[config.mk]
export PLATFORM = sky130hd
export DESIGN_NAME = pulse_measure
export DESIGN_NICKNAME = d
export VERILOG_FILES = /design/src/rtl/pulse_measure.sv
export SDC_FILE = /design/constraint.sdc
export NUM_CORES = 1
export LEC_CHECK = 0
export ABC_AREA = 1
export BUFFER_PORTS_ARGS = -buffer_cell sky130_fd_sc_hd__clkbuf_2
export CORE_MARGIN = 2
export CORE_UTILIZATION = 28
export CTS_CLUSTER_SIZE = 16
export DETAILED_ROUTE_END_ITERATION = 16
export HOLD_SLACK_MARGIN = 0.15
export SLEW_MARGIN = 20
export SYNTH_ARGS = -nofsm -noshare
export SYNTH_HDL_FRONTEND = slang
export SYNTH_SLANG_ARGS = --single-unit
[constraint.sdc]
create_clock -name clk -period 5 [get_ports clk]
set_clock_uncertainty 0.05 [all_clocks]
set_input_delay 0.5 -clock clk [delete_from_list [all_inputs] [get_ports clk]]
set_output_delay 0.5 -clock clk [all_outputs]
set_load 0.02 [all_outputs]
[src/rtl/pulse_measure.sv]
// Pulse input synchroniser, edge strobes, and high-time/period measurement with a valid/ready result port.
// Optional glitch filter enabled by defining PULSE_MEASURE_GLITCH_FILTER_EN.
module pulse_measure #(
   parameter int CNT_W       = 16,
   parameter int SYNC_STAGES = 2
) (
   input  logic             clk,
   input  logic             reset,
   input  logic             in,
   output logic             rise,
   output logic             fall,
   output logic             meas_valid,
   input  logic             meas_ready,
   output logic [CNT_W-1:0] high_cnt,
   output logic [CNT_W-1:0] period_cnt,
   output logic             meas_ovf,
   output logic             drop
);

`ifdef PULSE_MEASURE_GLITCH_FILTER_EN
   localparam int FILT_STAGES = 2;
`else
   localparam int FILT_STAGES = 0;
`endif
   // Depth from the input pin to lvl_q; strobes stay off until it holds real samples.
   localparam int PIPE = SYNC_STAGES + 2 + FILT_STAGES;

   localparam logic [CNT_W-1:0] CNT_MAX = '1;
   localparam logic [CNT_W-1:0] CNT_ONE = CNT_W'(1);

   typedef enum logic [1:0] {IDLE, HIGH, LOW} state_t;

   logic [SYNC_STAGES-1:0] sync;
   logic [PIPE-1:0]        vld;
   logic                   s, lvl, lvl_q;
   state_t                 state, state_nx;
   logic                   start, complete, cnt_h, cnt_p;
   logic [CNT_W-1:0]       hacc, pacc;
   logic                   ovf;

   // NOTE: sequential state uses non-blocking assignments so every flop samples pre-edge values.
   always_ff @(posedge clk or posedge reset) begin
      if (reset) begin
         sync <= '0;
         vld  <= '0;
      end else begin
         sync[0] <= in;
         for (int i = 1; i < SYNC_STAGES; i++) sync[i] <= sync[i-1];
         vld <= {vld[PIPE-2:0], 1'b1};
      end
   end

`ifdef PULSE_MEASURE_GLITCH_FILTER_EN
   logic h1, h2, s_hold;

   always_ff @(posedge clk or posedge reset) begin
      if (reset) begin
         h1     <= 1'b0;
         h2     <= 1'b0;
         s_hold <= 1'b0;
      end else begin
         h1     <= sync[SYNC_STAGES-1];
         h2     <= h1;
         s_hold <= s;
      end
   end

   assign s = (sync[SYNC_STAGES-1] == h1 && h1 == h2) ? sync[SYNC_STAGES-1] : s_hold;
`else
   assign s = sync[SYNC_STAGES-1];
`endif

   // A level seen before the pipeline fills (e.g. high through reset) never strobes.
   always_ff @(posedge clk or posedge reset) begin
      if (reset) begin
         lvl   <= 1'b0;
         lvl_q <= 1'b0;
         rise  <= 1'b0;
         fall  <= 1'b0;
      end else begin
         lvl   <= s;
         lvl_q <= lvl;
         rise  <= vld[PIPE-1] & lvl & ~lvl_q;
         fall  <= vld[PIPE-1] & ~lvl & lvl_q;
      end
   end

   always_ff @(posedge clk or posedge reset) begin
      if (reset) state <= IDLE;
      else       state <= state_nx;
   end

   // NOTE: every always_comb output gets a default first so no latch is inferred.
   always_comb begin
      state_nx = state;
      start    = 1'b0;
      complete = 1'b0;
      cnt_h    = 1'b0;
      cnt_p    = 1'b0;
      case (state)
         IDLE: begin
            if (rise) begin
               start    = 1'b1;
               state_nx = HIGH;
            end
         end
         HIGH: begin
            cnt_p = 1'b1;
            if (fall) state_nx = LOW;
            else      cnt_h    = 1'b1;
         end
         LOW: begin
            if (rise) begin
               complete = 1'b1;
               start    = 1'b1;
               state_nx = HIGH;
            end else begin
               cnt_p = 1'b1;
            end
         end
         default: state_nx = IDLE;
      endcase
   end

   // The strobe cycle itself is the first cycle of the new measurement.
   always_ff @(posedge clk or posedge reset) begin
      if (reset) begin
         hacc <= '0;
         pacc <= '0;
         ovf  <= 1'b0;
      end else if (start) begin
         hacc <= CNT_ONE;
         pacc <= CNT_ONE;
         ovf  <= 1'b0;
      end else begin
         if (cnt_h) begin
            if (hacc == CNT_MAX) ovf  <= 1'b1;
            else                 hacc <= hacc + CNT_ONE;
         end
         if (cnt_p) begin
            if (pacc == CNT_MAX) ovf  <= 1'b1;
            else                 pacc <= pacc + CNT_ONE;
         end
      end
   end

   always_ff @(posedge clk or posedge reset) begin
      if (reset) begin
         meas_valid <= 1'b0;
         high_cnt   <= '0;
         period_cnt <= '0;
         meas_ovf   <= 1'b0;
         drop       <= 1'b0;
      end else begin
         drop <= 1'b0;
         if (complete) begin
            if (!meas_valid || meas_ready) begin
               meas_valid <= 1'b1;
               high_cnt   <= hacc;
               period_cnt <= pacc;
               meas_ovf   <= ovf;
            end else begin
               drop <= 1'b1;
            end
         end else if (meas_valid && meas_ready) begin
            meas_valid <= 1'b0;
         end
      end
   end

endmodule
## Word-level counts from Yosys, hierarchy flattened

Index checks and enable logic that the tools add are counted.

| cells by class | value |
|---|---|
| add/subtract/negate cells | 2 |
| multiplexer cells | 26 |
| equality and inequality tests | 9 |
| bitwise logic cells | 6 |
| reduce and logical (&&, ||, !) cells | 13 |

Operators by type and width:

| kind | number |
|---|---|
| $mux 16 | 6 |
| $add 16x1->16 const B | 2 |
| $eq 16x16->1 const B | 2 |
| $mux 1 | 16 |
| $reduce_and 2->1 | 5 |
| $ne 2x2->1 const B | 3 |
| $reduce_bool 2->1 | 3 |
| $and 1x1->1 | 4 |
| $mux 2 | 2 |
| $ne 2x1->1 const B | 2 |
| $pmux 2 s2 | 1 |
| $eq 2x1->1 const B | 1 |
| $eq 2x2->1 const B | 1 |
| $logic_not 2->1 | 1 |
| $not 1->1 | 2 |
| $pmux 1 s2 | 1 |
| $reduce_or 2->1 | 1 |
| $logic_and 1x1->1 | 1 |
| $logic_not 1->1 | 1 |
| $logic_or 1x1->1 | 1 |

| storage, ports and cells | value |
|---|---|
| bits in registers | 80 |
| output and inout bits | 37 |
| logic and storage cells | 71 |

## Logic depth before layout (Yosys ltp)

| logic depth | value |
|---|---|
| word-level depth | 6 |
| depth in mapped cells | 10 |
| mapped depth without buffers | 10 |

## Worst setup path after synthesis

OpenSTA, ideal clock, no wires.

| timing path | value |
|---|---|
| kind | register to register |
| start | register state[0] |
| end | register pacc[3] |
| slack | 3.377 ns |
| arrival time | 1.433 ns |
| period minus slack after synthesis | 1.623 ns |
| cell stages (with the launch flop) | 10 |
| path buffers | 1 |
| cells stage by stage | dfrtp_1 > inv_1 > ha_1 > nor2_1 > inv_1 > nand2_1 > buf_2 > o21ai_0 > nand2_1 > o21ai_0 |

| between the ends | value |
|---|---|
| longest elaborated chain between the ends | 5 |

Ends and longest elaborated chain:

| item | line | source |
|---|---|---|
| start, declared | 36 | `state_t state, state_nx;` |
| start signal, assigned | 90 | `else state <= state_nx;` |
| $eq 2x2->1 / $logic_not 2->1 (equally long branches) | 100 | `case (state)` |
| $reduce_or 2->1 (no line) | - |  |
| $mux 1 | - |  |
| $ne 2x2->1 (no line) / $reduce_bool 2->1 (equally long branches) | - |  |
| $reduce_and 2->1 (no line) | - |  |
| end signal, assigned | 142 | `else pacc <= pacc + CNT_ONE;` |
| end, declared | 38 | `logic [CNT_W-1:0] hacc, pacc;` |

Parallel ways exist; a longest one is shown, timed or not.
A chain may end at the register's enable or synchronous reset.

## Final worst setup path

| timing path | value |
|---|---|
| start | register state[0] |
| end | register hacc[9] |

| between the ends | value |
|---|---|
| longest elaborated chain between the ends | 5 |

Ends and longest elaborated chain:

| item | line | source |
|---|---|---|
| $eq 2x2->1 / $logic_not 2->1 (equally long branches) | 100 |  |
| $reduce_or 2->1 (no line) | - |  |
| $mux 1 | - |  |
| $ne 2x2->1 (no line) / $reduce_bool 2->1 (equally long branches) | - |  |
| $reduce_and 2->1 (no line) | - |  |
| end signal, assigned | 138 | `else hacc <= hacc + CNT_ONE;` |
| end, declared | 38 |  |

Parallel ways exist; a longest one is shown, timed or not.

==> results.txt <==
The flow ran to the end, and the final reports show no timing, DRC or antenna violations. The number of DRC violations after detailed routing came out at 0. Per report_power, the clock group accounts for 36.8% of the total. The pin count of the biggest net entering global routing came out at 61.

The start of the worst register-to-register path is state[0]. The number of global-route vias before repair came to slightly below 3000. The number of nets handed over by synthesis was roughly 470. During placement, the flow inserted port buffers numbering 40.

The critical path in this run is classified as reg2reg. In this run the worst hold path is classified as in2async. In the global route stage, overall resource usage came out at 12.5%. In this run the clock root is driven by a clkbuf_16. For the pin with the worst max-slew slack, the measured transition is 0.713 ns. The clock-pin slew of the registers on the worst-case setup and hold paths came out at around 0.060 ns. The reg-to-reg critical path endpoint is hacc[9]. The total number of yosys warnings came out at 0. The die area came out at approximately 15000 um^2. The aggregate routed wire length came out at 8420 um. The number of clock sinks is 80. The number of buffers inserted during clock tree synthesis is 9. The congestion estimate from routability-driven global placement came to 0.828. The internal portion of the total power is about 1200 uW.

The number of DRC markers in iteration 0 came out at 167. The count of maximum capacitance violations is 0. STA classifies the critical path startpoint as a flip-flop.

Counting along the longest clock path gives a buffer depth of 2. The number of enable flip-flop cells after synthesis is 0. The number of inserted diodes is 0. The number of hold violations in the final report is 0. After layout, the worst path uses between 40 and 50% of the clock period. The via-per-instance ratio came out at 4.50. By instance count, the cell type seen most on the critical path is inv_1. The count of vias placed by the detailed router came out at 3053.

Setup repair after global routing left no endpoint under its margin. Net switching is 32.0% of the power. The number of detailed-route iterations in the first pass is 4.

The slack of the worst reg-to-reg path came out at between 2 and 3 ns. The post-cts sizing count is 0. Among all cell types in the netlist, the one instantiated most often is nand2_1.

The initial antenna violation count came to 0. The average wire per standard cell came out at between 10 and 15 um. The cell type with the largest total area after synthesis is dfrtp_1.

The minimum period implied by the final worst setup slack is 2.39 ns. The number of hold buffers added after CTS is 0. The die outline width is 121 um. The number of cell instances on the worst register-to-register path came out at 9. The final number of setup-violating endpoints is 0.

The post-route netlist has 15.9% of its cells at a drive strength greater than 1. Each instance of the synthesized netlist takes up on average 8.35 um^2. The mapped netlist covers between 3000 and 4000 um^2. In the synthesized netlist, the cells that appear most often are nand2_1, dfrtp_1, o21ai_0. IR analysis of the VDD net gives a maximum drop of 0.000151 V. For this design the top-level I/O count stands at 41.

The fill cell instance count of the final layout is 1407. The most frequently used flop master after synthesis is dfrtp_1. Yosys attributes the largest share of cell area to dfrtp_1, nand2_1, o21ai_0, inv_1, nand3_1. The arrival time at the worst endpoint came out at 2.59 ns. The total core area came out at about 13000 um^2. The starting density of the core came out at 28.7%.

The TritonCTS clock tree is yes. The number of buffers inserted to repair setup after CTS is 0. The power per cell area came out at 387 nW/um^2. The number of standard cells after synthesis is 457. The share of synthesized flip-flops with an asynchronous set or reset is 100%. At the end of the flow, the number of nets in the layout was 507. The data required time at the worst endpoint is 5.20 ns.

Adding up every negative setup slack in the final design gives 0 ns. The flip-flop and latch count after synthesis is 80. The floorplan has 42 rows. The floorplan step set the die height to around 120 um. The number of placed cells counting well taps came out at 662. The combinational fraction of design power came out at between 10% and 20%. The power share of the sequential group is 43.9%. The H-tree generated during clock tree synthesis spans 3 levels.

In this design, the stage delay of the slowest critical-path cell is 0.46 ns. The proportion of synthesized chip area in sequential cells came out at 52.4%. The area share of the largest cell type after synthesis came out at 52.4%.

The leakage component of the power came out at 0.00207 uW. The switching power of the nets came out at 555 uW. The maximum fanout along the worst path came out at 32. In this run the remaining antenna-violating nets after routing total 0. The number of different library cells in the post-synthesis netlist is 26.

The total overflow left after global routing is 0. The number of pins exceeding their max-slew limit in the final report came out at 0. The largest individual stage delay along the critical path comes from the cell nand2_2. From synthesis to final layout, the design area changed by 17.4%. The wire length of the first global-routing pass is 14200 um. The final hold slack is 0.186 ns. The worst-case headroom to the max-slew limit came out at 52.4%.

The clock latency at the later pin of the worst-skew pair came out at 0.34 ns. The endpoint class of the critical path is a flip-flop. Walking the worst path, the cells encountered are inv_1 > ha_1 > nor2_1 > inv_1 > nand2_2 > inv_1 > nor2_8 > nand2_1 > o21ai_0. The highest clock rate is 0.418 GHz. The non-filler instance count after layout came out at 678. The half-perimeter wire length after placement came out at 5990 um.
==> sequential cells by signal, indices dropped and copies added, names as in the netlist <==
name,flops
meas_ovf,1
fall,1
meas_valid,1
period_cnt,16
rise,1
vld,4
lvl,1
state,2
high_cnt,16
drop,1
sync,2
ovf,1
lvl_q,1
hacc,16
pacc,16
==> power by group through the flow <==
| stage | registers, uW | clock network [uW] | logic [uW] |
|---|---|---|---|
| floorplan | 784 | 0 | 252 |
| global placement | 770 | 0 | 323 |
| detailed placement | 773 | 0 | 332 |
| CTS | 762 | 662 | 335 |
| global route | 772 | 683 | 380 |
| finish | 762 | 639 | 334 |
==> logic make-up (layout without fill, tap and decap cells) <==
group / count (synthesis) / after routing / share of synthesized area (%)
buffers and inverters: 58 / 103 / 6.49
adder cells (fa/ha/maj): 6 / 6 / 1.97
other: 1 / 1 / 0.0982
flip-flops: 80 / 80 / 52.4
XOR/XNOR: 8 / 8 / 1.84
multiplexers: 6 / 6 / 1.77
AO/OA/AOI/OAI: 67 / 67 / 8.91
AND/OR/NAND/NOR: 231 / 231 / 26.5
==> stage by stage <==
stage | util [%] | instance area [um^2] | setup WS (ns) | total power, uW
floorplan | - | 3820 | 2.40 | 1040
CTS | 33.6 | 4470 | 2.20 | 1760
finish | 33.7 | 4480 | 2.61 | 1740
detailed placement | 31.4 | 4180 | 2.20 | 1110
global route | 33.7 | 4480 | 2.39 | 1830
global placement | 31.4 | 4180 | 2.31 | 1090
==> worst max-delay path by stage <==
stage,slack [ns],endpoint,startpoint,cells after the start
2_1_floorplan,2.40,drop,reset,1
3_3_place_gp,2.31,hacc[10],state[0],8
3_5_place_dp,2.20,hacc[10],state[0],8
4_1_cts,2.20,hacc[10],state[0],8
5_1_grt,2.39,hacc[9],state[0],9
6_report,2.61,hacc[9],state[0],9
==> metal layers <==
layer	GRT usage [%]	up-vias	routed length, um
li1	-	1558	-
met4	5.09	0	166
met3	3.82	13	337
met2	20.7	61	4040
met1	15.2	1421	3870
met5	0	-	0
==> layout make-up <==
type                       instances  area [um^2]  share of cell area, %
clock inverter                     4         27.5                  0.614
multi-input combinational        319         1580                   35.3
tap                              176          220                   4.91
clock buffer                      12          267                   5.95
inverter                          46          174                   3.88
sequential                        80         2000                   44.7
timing repair buffer              41          208                   4.64
==> worst max-delay path: cells and delay by family, from the launching register on <==
| kind | cells | cell delay [ns] |
|---|---|---|
| flip-flops | 1 | 0.38 |
| AO/OA/AOI/OAI | 1 | 0.08 |
| buffers and inverters | 3 | 0.51 |
| AND/OR/NAND/NOR | 4 | 1.02 |
| adder cells (fa/ha/maj) | 1 | 0.27 |
==> cells in the final DEF, fill, tap and decap left out <==
master	synthesis	layout
o21ai_2	1	1
o21ai_0	57	57
nand3_1	33	32
nor2_2	1	1
clkbuf_2	0	40
nor3_1	1	1
conb_1	1	1
xor2_1	8	8
nor2_8	1	1
clkbuf_16	0	9
nand3b_1	1	1
nand2_2	6	7
ha_1	6	6
nand3_2	1	1
a21oi_1	5	5
dfrtp_1	80	80
clkinvlp_4	0	3
nor2_4	4	4
nor2_1	42	42
nand2_1	130	129
buf_4	0	1
o22ai_1	1	1
inv_1	46	45
clkbuf_8	0	3
o21ai_1	3	3
nand3_4	0	1
clkinv_2	0	2
nand4_1	11	11
mux2_2	6	6
Note: power is estimated with default switching activity, not from simulation.
